===== src/rtl/ps2_rx_decoder.sv =====
// PS/2 keyboard receive front end: synchronizes and deglitches the raw lines, deframes
// 11-bit device frames and folds E0/F0 prefixes into flags on a single-cycle key event.
module ps2_rx_decoder #(
    parameter int SYNC_STAGES    = 2,
    parameter int FILTER_LEN     = 8,
    parameter int TIMEOUT_CYCLES = 100000
) (
    input  logic       msoc_clk,
    input  logic       rstn,
    input  logic       ps2_clk_i,
    input  logic       ps2_data_i,
    output logic       scan_ready,
    output logic [7:0] scan_code,
    output logic       scan_released,
    output logic       scan_extended,
    output logic       parity_err,
    output logic       frame_err
);

    localparam int FW = $clog2(FILTER_LEN + 1);
    localparam int TW = $clog2(TIMEOUT_CYCLES + 1);
    localparam logic [FW-1:0] FILT_MAX = FW'(FILTER_LEN);
    localparam logic [TW-1:0] TMAX     = TW'(TIMEOUT_CYCLES);

    typedef enum logic [1:0] {IDLE, DATA, PARITY, STOP} state_t;

    logic [SYNC_STAGES-1:0] clk_sync_p0;
    logic [SYNC_STAGES-1:0] data_sync_p0;
    logic                   s_clk;
    logic                   s_data;

    logic                   fclk_p1;
    logic                   fclk_d_p1;
    logic [FW-1:0]          run_cnt_p1;
    logic                   fall_p2;

    state_t                 state;
    logic [2:0]             bitcnt;
    logic [7:0]             shreg;
    logic                   parity;
    logic [TW-1:0]          tcnt;
    logic                   brk;
    logic                   ext;

    function automatic logic [TW-1:0] sat_inc(input logic [TW-1:0] v);
        return (v == TMAX) ? v : v + 1'b1;
    endfunction

    function automatic logic odd_ok(input logic [7:0] b, input logic p);
        return ^{b, p};
    endfunction

    assign s_clk  = clk_sync_p0[SYNC_STAGES-1];
    assign s_data = data_sync_p0[SYNC_STAGES-1];

    // Stage p0: synchronizers, idle-high so reset never looks like a start bit
    always_ff @(posedge msoc_clk) begin
        if (!rstn) begin
            clk_sync_p0  <= '1;
            data_sync_p0 <= '1;
        end else begin
            clk_sync_p0  <= {clk_sync_p0[SYNC_STAGES-2:0], ps2_clk_i};
            data_sync_p0 <= {data_sync_p0[SYNC_STAGES-2:0], ps2_data_i};
        end
    end

    // Stage p1/p2: run-length glitch filter and registered falling-edge strobe
    always_ff @(posedge msoc_clk) begin
        if (!rstn) begin
            fclk_p1    <= 1'b1;
            fclk_d_p1  <= 1'b1;
            run_cnt_p1 <= '0;
            fall_p2    <= 1'b0;
        end else begin
            fclk_d_p1 <= fclk_p1;
            fall_p2   <= fclk_d_p1 & ~fclk_p1;
            if (run_cnt_p1 == FILT_MAX) begin
                fclk_p1    <= ~fclk_p1;
                run_cnt_p1 <= '0;
            end else if (s_clk == fclk_p1) begin
                run_cnt_p1 <= '0;
            end else begin
                run_cnt_p1 <= run_cnt_p1 + 1'b1;
            end
        end
    end

    // Stage p3: frame FSM, prefix folding and registered event strobes
    always_ff @(posedge msoc_clk) begin
        if (!rstn) begin
            state         <= IDLE;
            bitcnt        <= '0;
            shreg         <= '0;
            parity        <= 1'b0;
            tcnt          <= '0;
            brk           <= 1'b0;
            ext           <= 1'b0;
            scan_ready    <= 1'b0;
            scan_code     <= '0;
            scan_released <= 1'b0;
            scan_extended <= 1'b0;
            parity_err    <= 1'b0;
            frame_err     <= 1'b0;
        end else begin
            scan_ready <= 1'b0;
            parity_err <= 1'b0;
            frame_err  <= 1'b0;

            if (state == IDLE || fall_p2) tcnt <= '0;
            else                          tcnt <= sat_inc(tcnt);

            // A falling edge takes priority over a coincident timeout
            if (fall_p2) begin
                case (state)
                    IDLE: begin
                        if (!s_data) begin
                            state  <= DATA;
                            bitcnt <= '0;
                        end
                    end
                    DATA: begin
                        shreg  <= {s_data, shreg[7:1]};
                        bitcnt <= bitcnt + 3'd1;
                        if (bitcnt == 3'd7) state <= PARITY;
                    end
                    PARITY: begin
                        parity <= s_data;
                        state  <= STOP;
                    end
                    STOP: begin
                        state <= IDLE;
                        if (s_data && odd_ok(shreg, parity)) begin
                            if (shreg == 8'hF0) begin
                                brk <= 1'b1;
                            end else if (shreg == 8'hE0) begin
                                ext <= 1'b1;
                            end else begin
                                scan_code     <= shreg;
                                scan_released <= brk;
                                scan_extended <= ext;
                                scan_ready    <= 1'b1;
                                brk           <= 1'b0;
                                ext           <= 1'b0;
                            end
                        end else begin
                            parity_err <= 1'b1;
                            brk        <= 1'b0;
                            ext        <= 1'b0;
                        end
                    end
                    default: state <= IDLE;
                endcase
            end else if (state != IDLE && tcnt == TMAX) begin
                state     <= IDLE;
                frame_err <= 1'b1;
                brk       <= 1'b0;
                ext       <= 1'b0;
            end
        end
    end

endmodule

===== config.mk =====
export PLATFORM = sky130hd
export DESIGN_NAME = ps2_rx_decoder
export DESIGN_NICKNAME = d
export VERILOG_FILES = /design/src/rtl/ps2_rx_decoder.sv
export SDC_FILE = /design/constraint.sdc
export NUM_CORES = 1
export LEC_CHECK = 0
export BUFFER_PORTS_ARGS = -buffer_cell sky130_fd_sc_hd__buf_2
export CAP_MARGIN = 20
export CELL_PAD_IN_SITES_DETAIL_PLACEMENT = 0
export CELL_PAD_IN_SITES_GLOBAL_PLACEMENT = 1
export CORE_MARGIN = 2
export CORE_UTILIZATION = 46
export CTS_CLUSTER_DIAMETER = 30
export DETAILED_ROUTE_END_ITERATION = 8
export MAX_ROUTING_LAYER = met4
export PLACE_DENSITY = 0.83
export SLEW_MARGIN = 20
export SYNTH_ARGS = -nofsm -noshare
export SYNTH_HDL_FRONTEND = slang
export SYNTH_SLANG_ARGS = --single-unit

===== constraint.sdc =====
create_clock -name msoc_clk -period 2.4 [get_ports msoc_clk]
set_clock_uncertainty 0.1 [all_clocks]
set_input_delay 0.12 -clock msoc_clk [delete_from_list [all_inputs] [get_ports msoc_clk]]
set_output_delay 0.12 -clock msoc_clk [all_outputs]
set_load 0.01 [all_outputs]

==> results of run 1 <==
## cells in the mapped netlist, types with 5 or more instances
| master | count |
|---|---|
| nor3_1 | 10 |
| nand2_1 | 33 |
| nand3b_1 | 5 |
| xor2_1 | 16 |
| nor2_1 | 36 |
| ha_1 | 10 |
| nand4_1 | 6 |
| o21ai_0 | 8 |
| xnor2_1 | 8 |
| buf_2 | 5 |
| and3_1 | 8 |
| a21oi_1 | 15 |
| inv_1 | 11 |
| nand2b_1 | 6 |
| clkbuf_1 | 7 |
| a31oi_1 | 5 |
| dfxtp_1 | 57 |
| nand3_1 | 25 |
## area by class of cell
type	instances	area, um^2
multi-input cells	232	1530
clock buffers	10	138
fillers	561	2700
flip-flops and latches	57	1140
inverters	11	41.3
well taps	75	93.8
clock inverters	6	57.6
repair buffers	28	183
## how the worst max path moves through the flow
| stage | start | endpoint | depth (start not counted) |
|---|---|---|---|
| after floorplan | tcnt[0]$_SDFFE_PP0P_ | brk$_SDFFE_PN0P_ | 7 |
| after global placement | shreg[5]$_SDFFE_PN0P_ | ext$_SDFFE_PN0P_ | 5 |
| after detailed placement | shreg[5]$_SDFFE_PN0P_ | ext$_SDFFE_PN0P_ | 5 |
| after CTS | shreg[5]$_SDFFE_PN0P_ | ext$_SDFFE_PN0P_ | 5 |
| after global routing | shreg[6]$_SDFFE_PN0P_ | scan_code[3]$_SDFFE_PN0P_ | 5 |
| final | shreg[5]$_SDFFE_PN0P_ | ext$_SDFFE_PN0P_ | 5 |
## routing by layer
| metal | track usage (%) | routed length [um] | vias up | part of all wire, % |
|---|---|---|---|---|
| met5 | - | 0 | - | 0 |
| met4 | 9.50 | 142 | 0 | 2.5 |
| met3 | 6.04 | 267 | 11 | 4.8 |
| met2 | 28.0 | 2500 | 48 | 45 |
| met1 | 24.6 | 2680 | 1056 | 48 |
| li1 | - | - | 1141 | - |
## flip-flops by register name, summed over array words and instances (netlist names), 2 cells and up
| register | cells |
|---|---|
| scan_code | 8 |
| shreg | 8 |
| clk_sync_p0 | 2 |
| run_cnt_p1 | 4 |
| tcnt | 17 |
| data_sync_p0 | 2 |
| state | 2 |
| bitcnt | 3 |
## power by group
part	total (uW)	internal [uW]	switching, uW	leakage [uW]
clock network	888	499	389	0.000102
logic	25.6	11.8	13.8	0.000640
registers	952	949	2.20	0.000460
total	1870	1460	405	0.00120
## repair_timing
item,CTS,global route
resized for setup,0,0
endpoints found under the setup margin,0,0
hold endpoints to repair,5,0
hold buffers,5,0
## metrics by stage
stage	cells	setup slack (ns)	cell area, um^2	hold slack, ns	utilization [%]
floorplan	315	0.387	2780	0.0930	-
detailed placement	398	0.258	2940	0.207	50.0
global route	419	0.0537	3190	0.333	54.1
global placement	398	0.358	2940	0.199	50.0
finish	419	0.243	3190	0.305	54.1
CTS	419	0.210	3190	0.307	54.1
## cell families after synthesis
logic type,share of synthesized area (%)
buffers and inverters,3.74
XOR/XNOR,12.2
AND/OR/NAND/NOR,24.9
AO/OA/AOI/OAI,11.2
adder cells (fa/ha/maj),4.51
flip-flops,41.1
multiplexers,2.39
==> impl_results.md, run 1 <==
- Status: complete, no violations
- HPWL after DPL: approximately 3900 um
- CP max-delay cell: xor3_2
- Worst endpoint required time: 2.59 ns
- Largest net degree at the start of global routing: 24
- Static Leak: ~0.0012 uW
- Async SR Flop Fraction: 0%
- Vias per cell: 5.38
- Layout cell share with drive strength beyond 1: approximately 15%
- Initial antenna violation count: 0
- Root Buffer: clkbuf_8
- Clk sinks: 57
- Yosys top cell by area: dfxtp_1
- Gr usage total: 19.4%
- Hold Crit Class: reg -> reg
- Total congestion overflow: 0
- Worst Path Buf+Inv: 0
- Top cells by area, synth: dfxtp_1 41%, xor2_1 5.0%, nor2_1 4.9%, ha_1 4.5%, nand3_1 4.5%
- CTS tree: done
- Cells after Synth: 315
- Max-Cap Viols: 0
- Hold Startpoint: data_sync_p0[0]$_SDFF_PN1_
- Avg WL per Cell: roughly 13 um
- Crit path cell chain: xnor2_2, xor3_2, nor3_1, a31o_2, a32o_1
- Final Hold Viols: 0
- Final setup viols: 0
- Kind of critical path: reg -> reg
- Die ar.: 6670 um^2
- Worst Max-Slew Pin Slew: 0.597 ns
- CP Max Fanout: 8
- #FFs+latches synth: 57
- NumNets Final: 353
- RSZ-0062 raised after global routing: false
- Die Y: 81.7 um
- R2r startpoint: shreg[5]$_SDFFE_PN0P_
- Layout area overhead: 14.7%
- Maximum clock rate: 464 MHz
- Most frequent cells in the layout: 57 x dfxtp_1, 36 x nor2_1, 33 x nand2_1
- Post-Syn Nets: 329
- Setup crit start kind: flip-flop
- Area share of the largest cell type after synthesis: between 40% and 50%
- # diodes: 0
- RR Endpoint: ext$_SDFFE_PN0P_
- Sequential area share after synthesis: 41.1%
- WP data arrival: 2.34 ns
- Top Ports: 17
- Initial DRC Count: about 170
- Row Count: 28
- Setup tns final: 0 ns
- R2R Setup Slk: 0.24 ns
- Syn Std Cell Area: 2780 um^2
- CORE AREA: 5890 um^2
- Most common cell after layout, fill and taps aside: dfxtp_1
- EDFF count, synth: 0
- H-tree depth: 3
- Unique masters post-synth: 49
- PwrDens: between 500 and 600 nW/um^2
- Max_slew headroom: 60.2%
- Post-route ant nets: 0
- Synthesis Warnings: 0
- Vias in the first global route: 2,041
- VDD IR max: 434 uV
- Clk_lat worst skew: approximately 0.34 ns
- Worst hold stages: 1
- Placer Congestion: ~0.82
- Period utilisation layout: 89.9%
- CP top delay family: XOR/XNOR gates
- Fin crit period: 2.16 ns
- Avg Cell Area, Syn: about 9 um^2
- Reg2Reg Depth: 5
- CP endpoint kind: flip-flop
- Initial cell density of the core: 47.2%
- Critical Path Max Stage Delay: 0.57 ns
- Max Root-Sink Buffers: 2
- IO buf count: 16
- Fin. max-slew vios: 0
- Clock slew at reported path FFs: 0.07 ns
- First-pass GRT wire length: around 9400 um
- WHS Endpoint: data_sync_p0[1]$_SDFF_PN1_
- Total CTS buffers: 9
- Post-CTS Setup Bufs: 0
- Commonest register cell after synthesis: dfxtp_1
- DRT Pass-1 Iters: 4
- Total power: ~1900 uW
- Residual DRC: 0
- DR vias: 2,256
- Die extent in x: 81.7 um
- Final wirelength: 5590 um
(Power assumes the default switching activity.)
==> inputs of run 2 (changes only) <==
==> constraint.sdc (replaced) <==
create_clock -name msoc_clk -period 2.4 [get_ports msoc_clk]
set_clock_uncertainty 0.1 [all_clocks]
set_input_delay 0.48 -clock msoc_clk [delete_from_list [all_inputs] [get_ports msoc_clk]]
set_output_delay 0.48 -clock msoc_clk [all_outputs]
set_load 0.01 [all_outputs]
==> impl_results.md, run 2 (synthesized netlist as in run 1, its figures left out) <==
- Layout cell share with drive strength beyond 1: 15.0%
- RSZ-0062 raised after global routing: false
- Period utilisation layout: 90.3%
- Hold Startpoint: ps2_clk_i
- NumNets Final: 348
- RR Endpoint: ext$_SDFFE_PN0P_
- Max Root-Sink Buffers: 2
- Fin. max-slew vios: 0
- Largest net degree at the start of global routing: 24
- CP endpoint kind: flip-flop
- Vias per cell: roughly 5.4
- R2R Setup Slk: around 0.23 ns
- Reg2Reg Depth: 5
- Multi-input gate area: 1530 um^2
- DRT Pass-1 Iters: 4
- Worst Max-Slew Pin Slew: 0.594 ns
- CP Max Fanout: 8
- Residual DRC: 0
- WHS Endpoint: clk_sync_p0[0]$_SDFF_PN1_
- Final setup viols: 0
- CP max-delay cell: xor3_2
- Max-Cap Viols: 0
- Die Y: 81.7 um
- Flip-flop count of the largest register after layout: 17
- Clk_lat worst skew: 0.34 ns
- WP data arrival: 2.35 ns
- Post-route ant nets: 0
- HPWL after DPL: ~3900 um
- Maximum clock rate: approximately 460 MHz
- Placer Congestion: 0.819
- Status: complete, no violations
- VDD IR max: 422 uV
- Worst Hold Slack: 0.220 ns
- Fin crit period: 2.17 ns
- Root Buffer: clkbuf_8
- Crit path cell chain: xnor2_2, xor3_2, nor3_1, a31o_2, a32o_1
- Worst hold stages: 2
- Die ar.: 6670 um^2
- Most common cell after layout, fill and taps aside: dfxtp_1
- Initial DRC Count: roughly 180
- Hold buffers post-CTS: 0
- DR vias: approximately 2,200
- Layout area overhead: 12.9%
- Final non-filler cell area: 3140 um^2
- Post-cts resize count: 0
- Die extent in x: 81.7 um
- Area after DPL: about 2900 um^2
- CTS tree: done
- Total congestion overflow: 0
- Kind of critical path: reg -> reg
- Clock slew at reported path FFs: 0.07 ns
- Initial cell density of the core: between 40% and 50%
- Biggest regs: tcnt x17, scan_code x8, shreg x8
- Max_slew headroom: 60.4%
- Clk sinks: 57
- PwrDens: 592 nW/um^2
- Final wirelength: ~5600 um
- Hold Crit Class: in -> reg
- Initial antenna violation count: 0
- Static Leak: 0.00118 uW
- Setup crit start kind: flip-flop
- H-tree depth: 3
- Final Hold Viols: 0
- Post-CTS Setup Bufs: 0
- First-pass GRT wire length: 9380 um
- Seq. cell area: 1140 um^2
- Row Count: 28
- Setup tns final: 0 ns
- Filler instances: 566
- CORE AREA: 5890 um^2
- Top Ports: 17
- Gr usage total: about 19%
- Vias in the first global route: 2,025
- Worst endpoint required time: between 2 and 3 ns
- IO buf count: 16
- Critical Path Max Stage Delay: 0.57 ns
- Avg WL per Cell: approximately 13 um
- R2r startpoint: shreg[5]$_SDFFE_PN0P_
- Total CTS buffers: 9
- # diodes: 0
- Biggest register: tcnt
- Most frequent cells in the layout: 57 x dfxtp_1, 36 x nor2_1, 33 x nand2_1
## run 2: cell types whose count changed in the layout (fill, tap and decap cells not counted)
cell / previous run / this run
dlygate4sd3_1: 5 / 0
## run 2: area by class of cell
cell class	count	share of cell area [%]
Clock buffer	10	4.39
Clock inverter	6	1.84
Inverter	11	1.32
Multi-Input combinational cell	232	48.8
Sequential cell	57	36.4
Tap cell	75	2.99
Timing Repair Buffer	23	4.23
## run 2: routing by layer
| layer | vias to the layer above | track usage, % | share of wire [%] |
|---|---|---|---|
| li1 | 1134 | - | - |
| met1 | 1036 | 24.6 | 49 |
| met2 | 46 | 27.7 | 44 |
| met3 | 16 | 6.04 | 4.1 |
| met4 | 0 | 9.50 | 2.9 |
| met5 | - | - | 0 |
## run 2: worst max-delay path: cells and delay by family, from the launching register on
kind / cells / cell delay, ns
AND/OR/NAND/NOR: 1 / 0.39
AO/OA/AOI/OAI: 2 / 0.32
flip-flops: 1 / 0.52
XOR/XNOR: 2 / 0.78
## run 2: through the flow
step	cells	worst slack (ns)	power, uW	utilization (%)
3_3_place_gp	398	0.358	992	50.0
5_1_grt	414	0.0537	1920	53.3
4_1_cts	414	0.210	1880	53.3
2_1_floorplan	315	0.387	985	-
3_5_place_dp	398	0.258	993	50.0
6_report	414	0.234	1860	53.3
## run 2: worst max path at each step
| stage | start | end | slack (ns) | cells after the start |
|---|---|---|---|---|
| finish | shreg[5]$_SDFFE_PN0P_ | ext$_SDFFE_PN0P_ | 0.23 | 5 |
| global route | shreg[6]$_SDFFE_PN0P_ | scan_code[3]$_SDFFE_PN0P_ | 0.05 | 5 |
| CTS | shreg[5]$_SDFFE_PN0P_ | ext$_SDFFE_PN0P_ | 0.21 | 5 |
| detailed placement | shreg[5]$_SDFFE_PN0P_ | ext$_SDFFE_PN0P_ | 0.26 | 5 |
| global placement | shreg[5]$_SDFFE_PN0P_ | ext$_SDFFE_PN0P_ | 0.36 | 5 |
| floorplan | tcnt[0]$_SDFFE_PP0P_ | brk$_SDFFE_PN0P_ | 0.39 | 7 |
## run 2: where the power goes
part	total (uW)	internal [uW]	leakage [uW]	switching [uW]
Clock	884	499	0.000102	385
Sequential	952	949	0.000460	2.22
Combinational	19.5	6.51	0.000622	13.0
==> inputs of run 3 (changes only) <==
--- a/config.mk
+++ b/config.mk
@@ -14,7 +14,7 @@
 export CTS_CLUSTER_DIAMETER = 30
 export DETAILED_ROUTE_END_ITERATION = 8
 export MAX_ROUTING_LAYER = met4
-export PLACE_DENSITY = 0.83
+export PLACE_DENSITY_LB_ADDON = 0.1
 export SLEW_MARGIN = 20
 export SYNTH_ARGS = -nofsm -noshare
 export SYNTH_HDL_FRONTEND = slang
==> impl_results.md, run 3 (synthesized netlist as in run 1, its figures left out) <==
- Setup crit start kind: flip-flop
- Final Hold Viols: 0
- CP max-delay cell: xnor3_1
- # diodes: 0
- Die extent in x: 81.7 um
- Clock slew at reported path FFs: 0.07 ns
- Most frequent cells in the layout: 57 x dfxtp_1, 36 x nor2_1, 33 x nand2_1
- Top Ports: 17
- Setup tns final: 0 ns
- CORE AREA: ~6000 um^2
- Maximum clock rate: ~470 MHz
- Gr usage total: 19.6%
- Period utilisation layout: a little under 90%
- Initial antenna violation count: 0
- RSZ-0062 raised after global routing: false
- R2R Setup Slk: 0.28 ns
- Die ar.: 6670 um^2
- Hold buffers post-CTS: 0
- Die Y: a little over 80 um
- Crit path cell chain: xor2_1, xnor3_1, and3_1, o21ai_0, a31oi_1
- CP Max Fanout: 13
- Post-cts resize count: 0
- Worst endpoint required time: around 2.5 ns
- Static Leak: 0.00119 uW
- Post-CTS Setup Bufs: 0
- Biggest regs: tcnt x17, scan_code x8, shreg x8
- VDD IR max: 412 uV
- Seq. cell area: 1140 um^2
- WP data arrival: 2.23 ns
- Multi-input gate area: 1530 um^2
- Avg WL per Cell: approximately 13 um
- NumNets Final: 348
- Fin. max-slew vios: 0
- Hold Crit Class: in -> reg
- Vias per cell: approximately 5.3
- Biggest register: tcnt
- Final wirelength: 5540 um
- H-tree depth: 3
- Max-Cap Viols: 0
- CP endpoint kind: flip-flop
- PwrDens: slightly above 600 nW/um^2
- Largest net degree at the start of global routing: 24
- Post-route ant nets: 0
- DP Worst Slack: 0.293 ns
- First-pass GRT wire length: approximately 9500 um
- Initial DRC Count: 88
- Root Buffer: clkbuf_8
- Max Root-Sink Buffers: 2
- Fin crit period: between 2 and 2.5 ns
- Max_slew headroom: 59.2%
- Layout area overhead: 13.8%
- DR vias: 2,189
- Most common cell after layout, fill and taps aside: dfxtp_1
- Status: complete, no violations
- Worst Hold Slack: 0.220 ns
- Kind of critical path: reg -> reg
- Filler instances: 596
- Flip-flop count of the largest register after layout: 17
- Critical Path Max Stage Delay: roughly 0.58 ns
- Initial cell density of the core: 47.2%
- Layout cell share with drive strength beyond 1: approximately 15%
- Residual DRC: 0
- Vias in the first global route: 2,013
- Worst Max-Slew Pin Slew: 0.612 ns
- Placer Congestion: 0.787
- CTS tree: done
- IO buf count: 16
- Final setup viols: 0
- Slack of the critical path: 0.283 ns
- Clk sinks: 57
- Row Count: 28
- DRT Pass-1 Iters: 4
- HPWL after DPL: 3870 um
- Total CTS buffers: 9
- Total congestion overflow: 0
- Clk_lat worst skew: 0.33 ns
==> run 3: path summary, 6_finish.rpt <==
check                                                  end  depth (start not counted)                  startpoint
worst max-delay path             scan_code[3]$_SDFFE_PN0P_                          5       shreg[6]$_SDFFE_PN0P_
worst min-delay path            data_sync_p0[0]$_SDFF_PN1_                          2                  ps2_data_i
worst max register to register   scan_code[3]$_SDFFE_PN0P_                          5       shreg[6]$_SDFFE_PN0P_
worst min register to register  data_sync_p0[1]$_SDFF_PN1_                          1  data_sync_p0[0]$_SDFF_PN1_
==> run 3: cell type report <==
cell class / count / area share [%]
Clock inverter: 7 / 3.01
Timing Repair Buffer: 23 / 4.20
Inverter: 11 / 1.31
Multi-Input combinational cell: 232 / 48.5
Clock buffer: 9 / 3.92
Sequential cell: 57 / 36.1
Tap cell: 75 / 2.97
==> run 3: report_power, final <==
part	switching [uW]	internal, uW	leakage, uW
clock	402	583	0.000109
combinational	14.4	7.32	0.000621
sequential	1.50	949	0.000460
==> run 3: worst max-delay path, delay by kind of cell (launching register included) <==
kind,cells,cell delay (ns)
xor gates and xnor gates,2,0.77
DFF,1,0.55
AOI/OAI and AO/OA,2,0.29
and+or+nand+nor,1,0.28
==> run 3: per-layer routing <==
layer  up-vias  track usage [%]  routed length [um]
met2        38             30.5                2630
met3        12             4.29                 188
met1      1011             24.0                2590
met5         -                -                   0
li1       1128                -                   -
met4         0             10.0                 127
==> run 3: metrics by stage <==
step           instances  utilization [%]  total power (uW)  cell area [um^2]
6_report             414             53.7              1960              3160
3_5_place_dp         398             50.0               994              2940
3_3_place_gp         398             50.0               994              2940
4_1_cts              414             53.7              1990              3160
5_1_grt              414             53.7              2030              3160
2_1_floorplan        315                -               985              2780
